`config.mk`:
```
export PLATFORM = sky130hd
export DESIGN_NAME = chacha_move_ctrl
export DESIGN_NICKNAME = d
export VERILOG_FILES = /design/src/rtl/chacha_move_ctrl.sv
export SDC_FILE = /design/constraint.sdc
export NUM_CORES = 1
export LEC_CHECK = 0
export BUFFER_PORTS_ARGS = -buffer_cell sky130_fd_sc_hd__clkbuf_2
export CAP_MARGIN = 5
export CORE_ASPECT_RATIO = 0.75
export CORE_MARGIN = 4
export CORE_UTILIZATION = 40
export DETAILED_ROUTE_END_ITERATION = 10
export PLACE_DENSITY = 0.61
export SLEW_MARGIN = 20
export SYNTH_ARGS = -nofsm -noshare
export SYNTH_HDL_FRONTEND = slang
export SYNTH_SLANG_ARGS = --single-unit
export TNS_END_PERCENT = 10
```
`constraint.sdc`:
```
create_clock -name clk -period 4.33 [get_ports clk]
set_clock_uncertainty 0.15 [all_clocks]
set_input_delay 0.433 -clock clk [delete_from_list [all_inputs] [get_ports clk]]
set_output_delay 0.433 -clock clk [all_outputs]
set_load 0.05 [all_outputs]
```
`src/rtl/chacha_move_ctrl.sv`:
```
// chacha_move_ctrl: turn and move sequencer that sits upstream of the
// per-player position counters.
//
// When a card is flipped, the controller looks up the picture on the tile
// ahead of the current player. If the tile is occupied by the opponent, it
// looks at the tile after that instead. On a match it drives step_b together
// with the current player's enable, so that player's counter advances one or
// two tiles. On a miss it hands the turn to the other player. It also counts
// laps and declares a winner.
//
// Ports:
//   clk, rst_n      clock; asynchronous active-low reset
//   card_valid      one-cycle pulse: a card has been flipped (sampled in IDLE only)
//   card_id         picture on the flipped card
//   p1_pos, p2_pos  player positions from the counters (taken mod BOARD_LEN)
//   tile_addr       board-picture ROM address (registered)
//   tile_pic        ROM data, combinational from tile_addr
//   step_b          step strobe to the counters' B input
//   p_da1, p_da2    player move enables (never high together)
//   cur_player      0 = player 1, 1 = player 2
//   busy            high in every state except IDLE and DONE
//   match, miss     one-cycle result pulses
//   winner          00 none, 01 player 1, 10 player 2
module chacha_move_ctrl #(
  parameter int unsigned BOARD_LEN = 24,
  parameter int unsigned PIC_W     = 4,
  parameter int unsigned WIN_LAPS  = 1
) (
  input  logic             clk,
  input  logic             rst_n,
  input  logic             card_valid,
  input  logic [PIC_W-1:0] card_id,
  input  logic [4:0]       p1_pos,
  input  logic [4:0]       p2_pos,
  output logic [4:0]       tile_addr,
  input  logic [PIC_W-1:0] tile_pic,
  output logic             step_b,
  output logic             p_da1,
  output logic             p_da2,
  output logic             cur_player,
  output logic             busy,
  output logic             match,
  output logic             miss,
  output logic [1:0]       winner
);

  localparam int unsigned POS_W = 5;
  localparam int unsigned LAP_W = (WIN_LAPS < 2) ? 1 : $clog2(WIN_LAPS + 1);

  typedef enum logic [2:0] {
    IDLE   = 3'd0,
    LOOKUP = 3'd1,
    CMP    = 3'd2,
    SETUP  = 3'd3,
    STEP   = 3'd4,
    HOLD   = 3'd5,
    DONE   = 3'd6
  } state_t;

  state_t           state;
  logic [PIC_W-1:0] card_q;
  logic             skip_q;
  logic             hit_q;
  logic [1:0]       steps_left;
  logic [LAP_W-1:0] lap1;
  logic [LAP_W-1:0] lap2;

  // Reduce a position into 0..BOARD_LEN-1.
  function automatic logic [POS_W-1:0] wrap(input logic [POS_W-1:0] x);
    logic [5:0] w;
    w = 6'(x) % 6'(BOARD_LEN);
    return POS_W'(w);
  endfunction

  // Next tile on the circular board.
  function automatic logic [POS_W-1:0] nxt(input logic [POS_W-1:0] x);
    logic [5:0] t;
    t = 6'(wrap(x)) + 6'd1;
    if (t >= 6'(BOARD_LEN)) t = t - 6'(BOARD_LEN);
    return POS_W'(t);
  endfunction

  logic [POS_W-1:0] own_raw;
  logic [POS_W-1:0] other_raw;
  logic [POS_W-1:0] own_nxt;
  logic [POS_W-1:0] target_c;
  logic             skip_c;
  logic             hit_c;
  logic             at_last_c;
  logic [LAP_W-1:0] cur_lap_c;

  // Target tile: jump over the opponent when it sits directly ahead.
  always_comb begin
    own_raw   = cur_player ? p2_pos : p1_pos;
    other_raw = cur_player ? p1_pos : p2_pos;
    own_nxt   = nxt(own_raw);
    skip_c    = (own_nxt == wrap(other_raw));
    target_c  = skip_c ? nxt(own_nxt) : own_nxt;
  end

  assign hit_c     = (tile_pic == card_q);
  assign at_last_c = (wrap(own_raw) == POS_W'(BOARD_LEN - 1));
  assign cur_lap_c = cur_player ? lap2 : lap1;

  // Sequencer with registered outputs. The tile address is registered on
  // entry to LOOKUP, so the ROM data is already valid during LOOKUP. The
  // compare result is registered on entry to CMP, so miss is visible in CMP.
  always_ff @(posedge clk or negedge rst_n) begin
    if (!rst_n) begin
      state      <= IDLE;
      card_q     <= '0;
      skip_q     <= 1'b0;
      hit_q      <= 1'b0;
      steps_left <= 2'd0;
      lap1       <= '0;
      lap2       <= '0;
      tile_addr  <= '0;
      step_b     <= 1'b0;
      p_da1      <= 1'b0;
      p_da2      <= 1'b0;
      cur_player <= 1'b0;
      busy       <= 1'b0;
      match      <= 1'b0;
      miss       <= 1'b0;
      winner     <= 2'b00;
    end else begin
      match  <= 1'b0;
      miss   <= 1'b0;
      step_b <= 1'b0;
      case (state)
        IDLE: begin
          if (card_valid) begin
            card_q    <= card_id;
            tile_addr <= target_c;
            skip_q    <= skip_c;
            busy      <= 1'b1;
            state     <= LOOKUP;
          end
        end
        LOOKUP: begin
          hit_q      <= hit_c;
          miss       <= ~hit_c;
          steps_left <= skip_q ? 2'd2 : 2'd1;
          state      <= CMP;
        end
        CMP: begin
          if (hit_q) begin
            p_da1 <= ~cur_player;
            p_da2 <= cur_player;
            state <= SETUP;
          end else begin
            cur_player <= ~cur_player;
            busy       <= 1'b0;
            state      <= IDLE;
          end
        end
        SETUP: begin
          step_b <= 1'b1;
          state  <= STEP;
        end
        STEP: begin
          // The counter takes this step at the edge leaving STEP.
          if (at_last_c && (cur_lap_c < LAP_W'(WIN_LAPS))) begin
            if (cur_player) lap2 <= lap2 + LAP_W'(1);
            else            lap1 <= lap1 + LAP_W'(1);
          end
          state <= HOLD;
        end
        HOLD: begin
          steps_left <= steps_left - 2'd1;
          if (steps_left > 2'd1) begin
            state <= SETUP;
          end else begin
            p_da1 <= 1'b0;
            p_da2 <= 1'b0;
            busy  <= 1'b0;
            if (cur_lap_c == LAP_W'(WIN_LAPS)) begin
              winner <= cur_player ? 2'b10 : 2'b01;
              state  <= DONE;
            end else begin
              match <= 1'b1;
              state <= IDLE;
            end
          end
        end
        DONE: begin
          state <= DONE;
        end
        default: begin
          state <= IDLE;
        end
      endcase
    end
  end

endmodule

```
### After elaboration in Yosys (flattened, before gate mapping)

Index checks and enable logic that the tools add are counted.

| operators by class | value |
|---|---|
| $add $sub $neg | 7 |
| magnitude comparators | 4 |
| bitwise gates (word level) | 4 |
| mux-type cells | 27 |
| reduce and logical (&&, ||, !) cells | 12 |
| divide/modulo/power cells | 3 |
| eq/ne operators | 13 |

Operator list:

| cell | count |
|---|---|
| $mux W5 | 5 |
| $pmux W3 S7 | 1 |
| $mod A5 B5 Y6 const B | 3 |
| $add A5 B1 Y6 const B | 2 |
| $ge A6 B5 Y1 const B | 2 |
| $reduce_and A3 Y1 | 4 |
| $mux W1 | 11 |
| $sub A5 B5 Y5 const B | 2 |
| $eq A3 B3 Y1 const B | 3 |
| $mux W3 | 3 |
| $ne A2 B2 Y1 const B | 4 |
| $eq A3 B2 Y1 const B | 2 |
| $mux W2 | 3 |
| $eq A5 B5 Y1 | 1 |
| $eq A5 B5 Y1 const B | 1 |
| $eq A4 B4 Y1 | 1 |
| $not A1 Y1 | 4 |
| $pmux W1 S2 | 2 |
| $pmux W2 S2 | 1 |
| $reduce_and A2 Y1 | 2 |
| $reduce_and A4 Y1 | 1 |
| $reduce_bool A2 Y1 | 2 |
| $eq A3 B1 Y1 const B | 1 |
| $logic_not A3 Y1 | 1 |
| 7 further kinds | 8 |

| word-level totals | value |
|---|---|
| flip-flop bits (word level) | 27 |
| word-level logic and storage cells | 86 |
| input port bits | 21 |
| output and inout port bits | 14 |

### Depth between registers and ports, before layout

Gate-level depths: netlist of run 1.

| logic depth | value |
|---|---|
| depth in word-level cells | 10 |
| depth in mapped cells | 11 |
| mapped depth without buffers | 9 |

### Least setup slack after synthesis of run 1

Ideal clock, no wire load.

| timing | value |
|---|---|
| kind | register to register |
| start point | register cur_player |
| end point | register tile_addr[3] |
| path slack | 1.096 ns |
| arrival time | 3.015 ns |
| required time | 4.111 ns |
| library setup time | 0.069 ns |
| stages on the path, launching flop included | 11 |
| path buffers | 3 |
| clock period less this slack | 3.234 ns |
| cell sequence | dfrtp_1 -> buf_6 -> clkbuf_1 -> mux2_2 -> ha_1 -> a222oi_1 -> o21ai_1 -> mux2_4 -> buf_6 -> a211o_1 -> nand3_1 |

| between the ends | value |
|---|---|
| longest elaborated chain between the ends | 10 |
| elaborated cells between the ends (all ways) | 15 |
| those cells by class | add/sub (4); div (3); order compare (2); eq/ne (1); mux (5) |

Ends and longest elaborated chain:

| item | RTL line | RTL |
|---|---|---|
| start, declared | 40 | `output logic cur_player,` |
| start signal, assigned | 152 | `cur_player <= ~cur_player;` |
| $mux W5 | 94 | `own_raw = cur_player ? p2_pos : p1_pos;` |
| $mod A5 B5 Y6 | 71 | `w = 6'(x) % 6'(BOARD_LEN);` |
| $add A5 B1 Y6 | 78 | `t = 6'(wrap(x)) + 6'd1;` |
| $sub A5 B5 Y5 / $ge A6 B5 Y1 (equally long branches) | 79 | `if (t >= 6'(BOARD_LEN)) t = t - 6'(BOARD_LEN);` |
| $mux W5 | 79 |  |
| $mod A5 B5 Y6 | 71 |  |
| $add A5 B1 Y6 | 78 |  |
| $sub A5 B5 Y5 / $ge A6 B5 Y1 (equally long branches) | 79 |  |
| $mux W5 | 79 |  |
| $mux W5 * | 98 | `target_c = skip_c ? nxt(own_nxt) : own_nxt;` |
| end signal, assigned | 134 | `tile_addr <= target_c;` |
| end, declared | 35 | `output logic [4:0] tile_addr,` |

Every way passes the cells marked *; elsewhere a longest branch is shown, timed or not.
A chain may end at the register's enable or synchronous reset.

### Worst setup path after layout of run 1

| timing | value |
|---|---|
| start point | register cur_player |
| end point | register tile_addr[4] |

Same word-level chain as after synthesis.

==> summary.txt, run 1 <==
Drt
  • Via count: 1349
  • DRT iter0 DRCs: 101
  • DRT Wirelength: 3.524 mm
  • Routed WL per cell: roughly 14 um
  • DRT antenna net count: 0
  • DRT Pass-1 Iters: 4
  • DRC Markers: 0
  • Vias per inst: 5.311

Worst setup path
  • WP data required: 4.40 ns
  • Worst setup SP type: register
  • Crit path largest cell delay: 0.72 ns
  • RR Startpoint: cur_player
  • Delay-heaviest family, CP: flip-flops
  • Buf/Inv on CP: 1
  • CP Data Arrival Time: approximately 3.3 ns
  • Slowest-stage cell, CP: dfrtp_1
  • R2R setup slack: 1.08 ns
  • Critical-path cell list: mux2i_1 -> inv_2 -> ha_1 -> and2_1 -> a31o_2 -> xnor2_1 -> nor4bb_1 -> a211o_1
  • Worst Path Max Fanout: 17
  • Worst setup EP type: register
  • Reg2Reg Depth: 8
  • CP Class: reg -> reg
  • Worst R2R End: tile_addr[4]

Clock network
  • Root buf cell: clkbuf_8
  • Clk sink count: 27
  • CTS buffer count: 3
  • H-Tree Depth: 1
  • Clock Tree Buf Depth: 2
  • Postcts setup bufs: 0
  • Post-cts hold buffer count: 0
  • Worst-path clk slew: 0.09 ns
  • CTS tree: built
  • Post-cts sizing count: 0
  • Clock latency on the worst-skew pair: 0.27 ns

Synthesis
  • Synth Flop Type: dfrtp_1
  • Synth Net Count: 196
  • Avg Synthesized Cell Area: 9.293 sq um
  • Sequential fraction of the synthesis area: 42.52%
  • Synth Cell Area: roughly 0.0016 sq mm
  • Post-Syn Instances: 171
  • Synth async-reset ratio: 100.0%
  • Yosys reg bits: 27
  • Synth warn: 0
  • Yosys cell types: 42
  • EDFF count, synth: 0

Power
  • Max VDD drop: 0.3311 mV
  • Sw Share: between 40% and 50%
  • Logic pwr share: 54.0%
  • Leak: between 0.9 and 1 nW
  • P_int: between 600 and 700 uW
  • Sw Pwr: 645.1 uW
  • Post-route total power: roughly 1.3 mW
  • Power density cells: 710.3 mW/mm^2
  • Clock power frac: between 10% and 20%
  • Reg power frac: 35.0%

Timing
  • Setup TNS Final: 0 ns
  • RSZ-0062 raised after global routing: no
  • Post-layout min period: 3.245 ns
  • Min Hold Slack: 0.03036 ns
  • Final Hold Fails: 0
  • Count of final setup violators: 0
  • Fin. max-slew vios: 0
  • Rel. slew slack: 49.15%
  • Tightest Pin Transition: between 0.7 and 0.8 ns
  • Maximum clock rate: 308.1 MHz
  • Period utilization: around three quarters

Global routing
  • Global route overflow: 0
  • First-pass GRT wire length: 6.065 mm
  • Total Routing Usage GR: 15.11%
  • Number of global-route vias before repair: between 1000 and 1500
  • Largest net degree at the start of global routing: 28
  • Initial antenna violation count: 0

Placement
  • # port buffers: 34
  • GPL Wtd Cong: 0.7625
  • Placed Cells: 250
  • DP HPWL: 2.733 mm

Die
  • # IOs: 35
  • Core box area: around 0.0037 sq mm
  • Die width: between 80 and 90 um
  • DIE AREA: 0.005056 sq mm
  • Rows: 19
  • Initial core utilization: 42.57%
  • Die Span Y: 62.59 um

Cells and area
  • Antenna diodes: 0
  • Post-Layout Cell Count: about 250
  • Layout cells sized above 1: 23.76%
  • Fin nets: between 200 and 250
  • Synthesis-to-layout area growth: 15.12%

Outcome
  • Status: completed

Flow run
  • Max_cap viols: 0

Worst hold path
  • HP Class: in -> async
## placed cells by master (no fill, tap or decap), types with 2 or more instances in the layout
master / synthesis / final
a211o_1: 5 / 5
a211oi_1: 2 / 2
a21oi_1: 5 / 5
a22oi_1: 2 / 2
and2_1: 3 / 3
clkbuf_2: 0 / 34
clkbuf_8: 0 / 3
dfrtp_1: 27 / 27
ha_1: 4 / 4
inv_1: 4 / 4
mux2_2: 3 / 3
mux2_4: 2 / 2
mux2i_1: 2 / 2
nand2_1: 30 / 30
nand2b_1: 2 / 2
nand3_1: 9 / 9
nand3b_1: 5 / 5
nand4_1: 3 / 3
nor2_1: 9 / 9
nor2b_1: 3 / 3
nor3_1: 4 / 4
nor4_1: 2 / 2
o21ai_0: 6 / 6
o21bai_1: 3 / 3
xnor2_1: 7 / 7
xor2_1: 6 / 6
## metal layers
metal	up-vias	routed length, um	GRT usage [%]
met5	-	0	0
met4	0	30	3.165
met3	4	171	3.890
met2	33	1642	24.79
met1	647	1680	20.00
li1	665	-	-
## power groups by stage
stage | logic (mW) | clock network, mW | registers (mW)
finish | 0.701 | 0.143 | 0.455
global route | 0.769 | 0.159 | 0.472
CTS | 0.707 | 0.148 | 0.455
detailed placement | 0.704 | 0 | 0.458
global placement | 0.686 | 0 | 0.450
floorplan | 0.422 | 0 | 0.591
## synthesized netlist by cell type (4+ instances only)
library cell	instances	area share (%)
xor2_1	6	3.3
nor3_1	4	1.3
nand2_1	30	7.1
a211o_1	5	2.8
nand3b_1	5	2.4
inv_1	4	0.94
nand3_1	9	2.8
ha_1	4	3.1
dfrtp_1	27	43
o21ai_0	6	1.9
clkbuf_1	5	1.2
xnor2_1	7	3.9
nor2_1	9	2.1
a21oi_1	5	1.6
## metrics by stage
| step | utilization, % | worst slack [ns] | instance area, sq um |
|---|---|---|---|
| after floorplan | - | 1.096 | 1589 |
| after global placement | 47.77 | 1.332 | 1783 |
| after detailed placement | 47.77 | 1.145 | 1783 |
| after CTS | 49.01 | 1.113 | 1829 |
| after global routing | 49.01 | 0.8334 | 1829 |
| final | 49.01 | 1.085 | 1829 |
## sequential cells by signal (all words and copies together), names as in the netlist
| name | count |
|---|---|
| lap1 | 1 |
| busy | 1 |
| cur_player | 1 |
| skip_q | 1 |
| tile_addr | 5 |
| lap2 | 1 |
| state | 3 |
| p_da1 | 1 |
| hit_q | 1 |
| winner | 2 |
| miss | 1 |
| step_b | 1 |
| p_da2 | 1 |
| card_q | 4 |
| match | 1 |
| steps_left | 2 |
## cell type report
cell class,instances,area (sq um)
fill,380,1903
multi-input combinational,131,849.6
sequential,27,675.6
timing repair buffer,34,170.2
tap,52,65.06
clock buffer,3,41.29
inverter,6,22.52
clock inverter,1,5.005
## cells by family after synthesis
| kind of cell | synth area share, % |
|---|---|
| compound gates | 13.07 |
| xor+xnor | 7.165 |
| fa+ha+maj | 3.150 |
| buf+inv | 4.015 |
| flops | 42.52 |
| mux | 5.276 |
| simple gates | 24.80 |
## worst max path at each step
stage,start,to,slack (ns),cells past startpoint
5_1_grt,cur_player,tile_addr[4],0.83,8
3_3_place_gp,cur_player,tile_addr[4],1.33,7
4_1_cts,cur_player,tile_addr[4],1.11,8
6_report,cur_player,tile_addr[4],1.08,8
3_5_place_dp,cur_player,tile_addr[4],1.15,8
2_1_floorplan,cur_player,tile_addr[3],1.10,10
(Power assumes the default switching activity.)
==> inputs of run 2 (changes only) <==
--- a/config.mk
+++ b/config.mk
@@ -11,7 +11,7 @@
 export CORE_MARGIN = 4
 export CORE_UTILIZATION = 40
 export DETAILED_ROUTE_END_ITERATION = 10
-export PLACE_DENSITY = 0.61
+export PLACE_DENSITY = 0.63
 export SLEW_MARGIN = 20
 export SYNTH_ARGS = -nofsm -noshare
 export SYNTH_HDL_FRONTEND = slang
==> constraint.sdc (replaced) <==
create_clock -name clk -period 2.8 [get_ports clk]
set_clock_uncertainty 0.15 [all_clocks]
set_input_delay 0.28 -clock clk [delete_from_list [all_inputs] [get_ports clk]]
set_output_delay 0.28 -clock clk [all_outputs]
set_load 0.05 [all_outputs]
==> run 2 against run 1 <==
Via count increased by 4.7%; design area increased by 3.6%; critical path depth fell by 1; count of clock-buffer cells in the layout unchanged; critical endpoint unchanged; largest power group unchanged; highest routed layer unchanged.
==> summary.txt, run 2 (synthesis results as in run 1) <==
Drt
  • DRC Markers: 0 (unchanged)
  • Via count: 1413 (+4.7%)
  • Routed WL per cell: 13.43 um (-3.2%)
  • DRT Pass-1 Iters: 4 (unchanged)
  • DRT Wirelength: 3.493 mm (-0.88%)
  • DRT iter0 DRCs: 123 (+22%)
  • Vias per inst: 5.435 (+2.3%)
  • DRT antenna net count: 0 (unchanged)

Worst setup path
  • Worst setup EP type: register
  • Critical-path cell list: buf_4 -> or3b_4 -> and4_1 -> o21ai_1 -> mux2_4 -> nor4bb_1 -> a211o_1
  • R2R setup slack: 0.15 ns (-0.93 ns)
  • WP data required: 2.81 ns (-1.59 ns)
  • Worst Path Max Fanout: 11 (-6)
  • Slowest-stage cell, CP: dfrtp_2
  • Worst setup SP type: register
  • CP Class: reg -> reg
  • CP Data Arrival Time: 2.66 ns (-0.66 ns)
  • Crit path largest cell delay: 0.48 ns (-0.24 ns)

Timing
  • Final Hold Fails: 0 (unchanged)
  • Tightest Pin Transition: 0.6646 ns (-0.09272 ns)
  • Period utilization: 94.56% (+20 points)
  • Maximum clock rate: 377.7 MHz (+23%)
  • Rel. slew slack: 55.69% (+6.5 points)
  • Fin. max-slew vios: 0 (unchanged)
  • RSZ-0062 raised after global routing: no
  • Post-layout min period: 2.648 ns (-0.5976 ns)
  • Count of final setup violators: 0 (unchanged)

Cells and area
  • Final core area utilization: 50.79% (+1.8 points)
  • Post-route cell area: 0.001896 sq mm (+3.6%)
  • Most common library cell in the layout ignoring fill and taps: clkbuf_2
  • Largest regs: tile_addr (5), card_q (4), state (3)
  • Layout cells sized above 1: 26.92% (+3.2 points)
  • Synthesis-to-layout area growth: 19.29%
  • Largest Register: tile_addr
  • Max FFs per register: 5 (unchanged)
  • Fin nets: 234 (+2.6%)
  • Most frequent cells in the layout: clkbuf_2 (35), nand2_1 (30), dfrtp_1 (26), nor2_1 (9), nand3_1 (9)
  • Antenna diodes: 0 (unchanged)

Worst hold path
  • HP Class: in -> reg

Die
  • Rows: 19 (unchanged)
  • # IOs: 35 (unchanged)
  • Die width: 80.78 um (unchanged)
  • Core box area: 0.003732 sq mm (unchanged)
  • DIE AREA: 0.005056 sq mm (unchanged)
  • Initial core utilization: 42.57% (unchanged)
  • Die Span Y: 62.59 um (unchanged)

Flow run
  • Max_cap viols: 0 (unchanged)

Global routing
  • Global route overflow: 0 (unchanged)
  • Largest net degree at the start of global routing: 28 (unchanged)
  • Total Routing Usage GR: 14.82% (-0.29 points)
  • First-pass GRT wire length: 5.982 mm (-1.4%)
  • Initial antenna violation count: 0 (unchanged)
  • Number of global-route vias before repair: 1321 (-4.1%)

Clock network
  • Clock Tree Buf Depth: 2 (unchanged)
  • Clock latency on the worst-skew pair: 0.27 ns (about the same)
  • CTS tree: built
  • Clk sink count: 27 (unchanged)
  • H-Tree Depth: 1 (unchanged)
  • CTS buffer count: 3 (unchanged)
  • Worst-path clk slew: 0.09 ns (about the same)
  • Root buf cell: clkbuf_8

Power
  • Max VDD drop: 0.4638 mV (+40%)
  • Power density cells: 1094 mW/mm^2 (+54%)
  • Leak: 0.9373 nW (+3.1%)

Placement
  • GPL Wtd Cong: 0.8258 (+8.3%)
  • # port buffers: 34 (unchanged)
  • DP HPWL: 2.674 mm (-2.2%)
  • Placement Cell Area: 0.001823 sq mm (+2.2%)

Outcome
  • Status: completed
## run 2: changes by cell type in the layout (fill, tap and decap cells not counted), sizes merged
cell	delta
buf	+4
clkbuf	+1
dlygate4sd3	+1
## run 2: where the power goes
| part | switching, mW | total (mW) | internal, mW | leakage, nW |
|---|---|---|---|---|
| clock network | 0.122 | 0.222 | 0.0998 | 0.0255 |
| logic | 0.750 | 1.16 | 0.413 | 0.565 |
| registers | 0.136 | 0.689 | 0.553 | 0.347 |
| total | 1.01 | 2.07 | 1.07 | 0.937 |
## run 2: worst paths after layout
path	from	end	cells past startpoint
worst max-delay path	cur_player	tile_addr[4]	7
worst min-delay path	card_id[1]	card_q[1]	3
worst max register to register	cur_player	tile_addr[4]	7
worst min register to register	p_da1	p_da1	2
max in group asynchronous	rst_n	cur_player	2
min in group asynchronous	rst_n	p_da2	2
## run 2: what timing repair did
item                                    in CTS  in global routing
hold buffers                                 1                  0
endpoints found under the setup margin       0                  5
resized for setup                            0                  1
endpoints found under the hold margin       27                  0
setup buffers                                0                  2
## run 2: final cells by class
cell class                      count  area, sq um
Clock inverter                      1        5.005
Sequential cell                    27        676.9
Fill cell                         344         1837
Multi-Input combinational cell    131        869.6
Timing Repair Buffer               40        215.2
Inverter                            6        22.52
Clock buffer                        3        41.29
Tap cell                           52        65.06
## run 2: critical path: cells and delay by family (launching register included)
kind | cells | cell delay [ns]
compound gates | 2 | 0.56
buf+inv | 1 | 0.16
flops | 1 | 0.48
mux | 1 | 0.39
simple gates | 3 | 0.79
## run 2: routing by layer
| metal | GRT usage (%) | vias to the layer above | share of wire, % |
|---|---|---|---|
| met5 | 0 | - | 0 |
| met4 | 4.219 | 0 | 0.77 |
| met3 | 4.899 | 4 | 6.1 |
| met2 | 22.83 | 39 | 47 |
| met1 | 19.75 | 688 | 46 |
| li1 | - | 682 | - |
## run 2: stage by stage
stage	TNS, ns	power [mW]	std cells	setup WS [ns]	hold slack (ns)
3_3_place_gp	0	1.805	253	0.1895	0.1855
3_5_place_dp	0	1.837	253	0.08358	0.2021
2_1_floorplan	-0.06629	1.597	171	-0.01428	-0.1656
4_1_cts	0	2.067	258	0.05622	0.03650
5_1_grt	0	2.246	260	0.01162	0.05275
6_report	0	2.074	260	0.1523	0.04213
